### src/rtl/multi_pwm.sv
// Multi-channel PWM generator with a shared prescaler and counter, edge- or
// center-aligned counting, and double-buffered configuration that takes effect at period boundaries.
module multi_pwm #(
    parameter int CH      = 3,
    parameter int RES     = 10,
    parameter int PRESC_W = 16
) (
    input  logic              clk,
    input  logic              reset_n,
    input  logic              en,
    input  logic [PRESC_W-1:0] presc,
    input  logic [RES-1:0]    period,
    input  logic [CH*RES-1:0] duty,
    input  logic              mode,
    input  logic              cfg_wr,
    input  logic [CH-1:0]     polarity,
    output logic [CH-1:0]     pwm_out,
    output logic              period_end,
    output logic              cfg_pending
);

    // A programmed period of zero behaves as a one-tick period.
    function automatic logic [RES-1:0] eff_period(input logic [RES-1:0] p);
        return (p == '0) ? RES'(1) : p;
    endfunction

    logic [PRESC_W-1:0] psc_q, psc_d;
    logic [RES-1:0]     cnt_q, cnt_d;
    logic               dir_q, dir_d;          // 1 = counting down (center mode)
    logic [RES-1:0]     per_a_q, per_a_d, per_p_q, per_p_d;
    logic [CH*RES-1:0]  duty_a_q, duty_a_d, duty_p_q, duty_p_d;
    logic               mode_a_q, mode_a_d, mode_p_q, mode_p_d;
    logic               pend_q, pend_d;
    logic               bnd_q, bnd_d;
    logic               pe_q, pe_d;
    logic [CH-1:0]      pwm_q, pwm_d;
    logic [CH-1:0]      raw;
    logic [RES-1:0]     p_last;
    logic               tick;
    logic               bnd;

    always_comb begin
        p_last = eff_period(per_a_q) - RES'(1);
        tick   = en && (psc_q >= presc);
        bnd    = 1'b0;
        if (tick) begin
            if (!mode_a_q) bnd = (cnt_q >= p_last);
            else           bnd = dir_q && (cnt_q == '0);
        end
    end

    always_comb begin
        psc_d = psc_q;
        cnt_d = cnt_q;
        dir_d = dir_q;
        if (!en) begin
            psc_d = '0;
            cnt_d = '0;
            dir_d = 1'b0;
        end else if (tick) begin
            psc_d = '0;
            if (bnd) begin
                cnt_d = '0;
                dir_d = 1'b0;
            end else if (!mode_a_q) begin
                cnt_d = cnt_q + 1'b1;
            end else if (!dir_q) begin
                // Top of the triangle: spend one extra tick at P-1 while turning around.
                if (cnt_q >= p_last) dir_d = 1'b1;
                else                 cnt_d = cnt_q + 1'b1;
            end else begin
                cnt_d = cnt_q - 1'b1;
            end
        end else begin
            psc_d = psc_q + 1'b1;
        end
    end

    always_comb begin
        per_a_d  = per_a_q;
        duty_a_d = duty_a_q;
        mode_a_d = mode_a_q;
        per_p_d  = per_p_q;
        duty_p_d = duty_p_q;
        mode_p_d = mode_p_q;
        pend_d   = pend_q;
        // Writes while stopped or exactly on a boundary bypass the pending stage.
        if (cfg_wr && (!en || bnd)) begin
            per_a_d  = period;
            duty_a_d = duty;
            mode_a_d = mode;
            pend_d   = 1'b0;
        end else if (bnd && pend_q) begin
            per_a_d  = per_p_q;
            duty_a_d = duty_p_q;
            mode_a_d = mode_p_q;
            pend_d   = 1'b0;
        end else if (cfg_wr) begin
            per_p_d  = period;
            duty_p_d = duty;
            mode_p_d = mode;
            pend_d   = 1'b1;
        end
    end

    always_comb begin
        raw = '0;
        for (int k = 0; k < CH; k++) begin
            raw[k] = (cnt_q < duty_a_q[k*RES +: RES]);
        end
        pwm_d = en ? (raw ^ polarity) : polarity;
        bnd_d = bnd;
        // Delayed one extra clock so the pulse lines up with the first output of the new period.
        pe_d  = bnd_q && en;
    end

    always_ff @(posedge clk or negedge reset_n) begin
        if (!reset_n) begin
            psc_q    <= '0;
            cnt_q    <= '0;
            dir_q    <= 1'b0;
            per_a_q  <= '0;
            duty_a_q <= '0;
            mode_a_q <= 1'b0;
            per_p_q  <= '0;
            duty_p_q <= '0;
            mode_p_q <= 1'b0;
            pend_q   <= 1'b0;
            bnd_q    <= 1'b0;
            pe_q     <= 1'b0;
            pwm_q    <= '0;
        end else begin
            psc_q    <= psc_d;
            cnt_q    <= cnt_d;
            dir_q    <= dir_d;
            per_a_q  <= per_a_d;
            duty_a_q <= duty_a_d;
            mode_a_q <= mode_a_d;
            per_p_q  <= per_p_d;
            duty_p_q <= duty_p_d;
            mode_p_q <= mode_p_d;
            pend_q   <= pend_d;
            bnd_q    <= bnd_d;
            pe_q     <= pe_d;
            pwm_q    <= pwm_d;
        end
    end

    assign pwm_out     = pwm_q;
    assign period_end  = pe_q;
    assign cfg_pending = pend_q;

endmodule

### config.mk
export PLATFORM = sky130hd
export DESIGN_NAME = multi_pwm
export DESIGN_NICKNAME = d
export VERILOG_FILES = /design/src/rtl/multi_pwm.sv
export SDC_FILE = /design/constraint.sdc
export NUM_CORES = 1
export LEC_CHECK = 0
export CAP_MARGIN = 40
export CORE_ASPECT_RATIO = 1.5
export CORE_UTILIZATION = 31
export DETAILED_ROUTE_END_ITERATION = 6
export PLACE_DENSITY = 0.54
export SLEW_MARGIN = 10
export SYNTH_ARGS = -nofsm -noshare
export SYNTH_HDL_FRONTEND = slang
export SYNTH_SLANG_ARGS = --single-unit
### constraint.sdc
create_clock -name clk -period 4.61 [get_ports clk]
set_input_delay 0.461 -clock clk [delete_from_list [all_inputs] [get_ports clk]]
set_output_delay 0.461 -clock clk [all_outputs]
set_load 0.05 [all_outputs]
==> impl_metrics.py <==
metrics = {
    "die": {
        "coreArea_um2": 23000,
        "rows": 68,
        "die_w_um": 127,
        "die_area_um2": 24000,
        "initial_core_util": 0.316,
        "io_pins": 69,
        "die_h_um": 189,
    },
    "critical_path": {
        "cp-end-kind": "flop",
        "r2r_slack_ps": 660,
        "cp_max_fo": 30,
        "criticalPathCategory": "flop to flop",
        "required_ps": 4940,
        "startpoint_type": "flop",
        "r2r_cells": 17,
        "cp-startpoint": "per_a_q[5]",
        "r2r-start": "per_a_q[5]",
        "worstSetupEndpoint": "cnt_q[1]",
        "arrival_ps": 4270,
        "r2r-end": "cnt_q[1]",
    },
    "logic_synthesis": {
        "synth.avg_cell_area_um2": 9.78,
        "synth_cells": 741,
        "synth_area_um2": 7250,
        "yosys-top-cells-count": "dfrtp_1 (115), o22ai_1 (82), ha_1 (57)",
        "yosysTopAreaCell": "dfrtp_1",
        "synthFlopType": "dfrtp_1",
        "yosysMostFrequentCell": "dfrtp_1",
        "ys_seq_area_frac": 0.397,
        "async_reset_ff_frac": 1.00,
        "synthesis.nets": 862,
        "yosys.area.top_type_share": 0.397,
        "ys_seq_elements": 115,
        "synth-warning-count": 0,
        "synth_cell_types": 48,
        "synth_edf_count": 0,
        "ys_top_cells_by_area": "dfrtp_1 (40%), ha_1 (9.8%), o22ai_1 (7.1%), mux2_2 (6.1%), o211a_1 (4.0%)",
    },
    "layout": {
        "synthToLayoutAreaGrowth_pct": 21.9,
        "drive_gt1_frac": 0.130,
        "final_core_util": 0.385,
        "diodes": 0,
        "final_nets": 919,
        "fillers": 2298,
    },
    "cts": {
        "clk_latency_ps": 420,
        "ctsHtreeMaxLevel": 4,
        "clkTransAtPathRegs_ps": 50,
        "cts_tree": "yes",
        "cts_num_sinks": 115,
        "root_buffer": "clkbuf_16",
        "cts_max_path_buffers": 2,
        "ctsHoldBuffers": 0,
        "cts_resized": 0,
        "postCtsSetupRepairBufs": 0,
        "numCtsBuffers": 17,
    },
    "routing": {
        "drt-initial-drc-count": 225,
        "ant_nets": 0,
        "drc": 0,
        "viasPerCell": 5.52,
        "post_drt_wl_per_cell_um": 18.0,
        "drt-pass1-iter-count": 4,
        "vias": 6021,
        "totalWireLength_um": 19700,
    },
    "worst_hold_path": {
        "hold_path.class": "input port to async pin",
    },
    "timing": {
        "rsz0062_at_grt": "false",
        "fin_crit_sh": 0.856,
        "hold_ws_ps": -4.54,
        "setup_viol": 0,
        "max_slew_margin": 0.378,
        "slew_violations": 0,
        "tns_ps": 0,
        "fmax_mhz": 253,
        "hold_viol": 6,
        "fin_crit_ps": 3950,
        "tightest_slew_ps": 933,
        "finClkSkew_ps": 5.90,
        "finalWorstSetupSlack_ps": 663,
    },
    "run_status": {
        "violations": "negative hold slack",
        "outcome": "complete, but fails checks",
    },
    "placement": {
        "gp_congestion": 0.788,
        "dp_slack_ps": 750,
        "detailed_place_hpwl_um": 13100,
        "portBuffers": 68,
    },
    "global_route": {
        "grt_max_degree": 47,
        "grt_pass1_wl_um": 32500,
        "grt_pass1_vias": 6356,
        "grtUsageTotal": 0.174,
        "antenna_found_initial": 0,
        "grt_overflow": 0,
    },
    "power_and_ir_drop": {
        "p_per_area_nw_per_um2": 352,
        "ir_drop_mv": 0.253,
        "power_w": 0.00311,
        "p_leak_nw": 3.95,
    },
    "run": {
        "maxCapViolations": 0,
    },
}
## worst min-delay path by stage
stage | start | end | slack [ps] | cells after the start
after floorplan | reset_n | bnd_q | 170 | 0
after global placement | bnd_q | period_end | 450 | 1
after detailed placement | bnd_q | period_end | 460 | 1
after CTS | reset_n | pwm_out[2] | 10 | 1
after global routing | reset_n | duty_p_q[19] | 20 | 1
final | reset_n | pwm_out[2] | -5 | 1
## metal layers
metal	GRT usage	routed length (um)
met1	0.202	8690
met2	0.315	10000
met3	0.0398	655
met4	0.0522	268
met5	0	0
## sequential cells by signal, indices dropped and copies added (netlist names)
signal / count
mode_a_q: 1
period_end: 1
duty_p_q: 30
psc_q: 16
pwm_out: 3
duty_a_q: 30
mode_p_q: 1
per_p_q: 10
cnt_q: 10
dir_q: 1
bnd_q: 1
cfg_pending: 1
per_a_q: 10
## through the flow
stage / std cells / area (um^2)
after floorplan: 741 / 7250
after global placement: 1059 / 8230
after detailed placement: 1059 / 8230
after CTS: 1090 / 8830
after global routing: 1090 / 8830
final: 1090 / 8830
## final cells by class
type | instances | area, um^2 | area share
multi-input combinational | 534 | 4020 | 0.455
clock inverter | 9 | 129 | 0.0146
tap | 280 | 350 | 0.0397
sequential | 115 | 2880 | 0.326
clock buffer | 22 | 474 | 0.0537
inverter | 47 | 176 | 0.0200
timing repair buffer | 83 | 811 | 0.0918
## logic make-up (layout without fill, tap and decap cells)
| kind of cell | Yosys count | after routing | synth area share |
|---|---|---|---|
| xor gates and xnor gates | 19 | 19 | 0.0230 |
| buffers and inverters | 92 | 161 | 0.0518 |
| AOI/OAI and AO/OA | 259 | 259 | 0.254 |
| DFF | 115 | 115 | 0.397 |
| and+or+nand+nor | 158 | 158 | 0.112 |
| muxes | 41 | 41 | 0.0637 |
| adders and majority gates | 57 | 57 | 0.0984 |
## worst max-delay path: stages, from the launching register on
cell,delay [ps]
dfrtp_1,440
nor4_1,310
nand3_1,130
nor2_1,230
nor2_1,100
ha_1,210
nand2_1,90
or2_2,120
nor4_1,50
xnor2_1,140
ha_1,310
nand4_1,150
nor2_1,60
a21oi_1,200
o211a_2,750
o21ai_0,160
buf_4,210
a311oi_1,190
## where the power goes
| group | total (W) | switching (W) | internal [W] |
|---|---|---|---|
| clock | 0.00135 | 0.000468 | 0.000886 |
| combinational | 0.000537 | 0.000273 | 0.000264 |
| sequential | 0.00122 | 0.0000865 | 0.00113 |
## placed cells by master, fill, tap and decap left out, types with 10 or more instances in the layout
cell,instances
nand2b_1,20
ha_1,57
xnor2_1,10
o211a_1,29
clkbuf_16,17
dfrtp_1,115
buf_4,14
nor2_1,32
clkdlybuf4s50_1,66
a211oi_2,10
o21ai_0,12
o22ai_1,82
nor3_1,12
nand3_1,23
mux2_2,39
a21oi_1,46
nand2_1,30
a211oi_1,31
inv_1,46
Power figures use the tool's default switching activity.
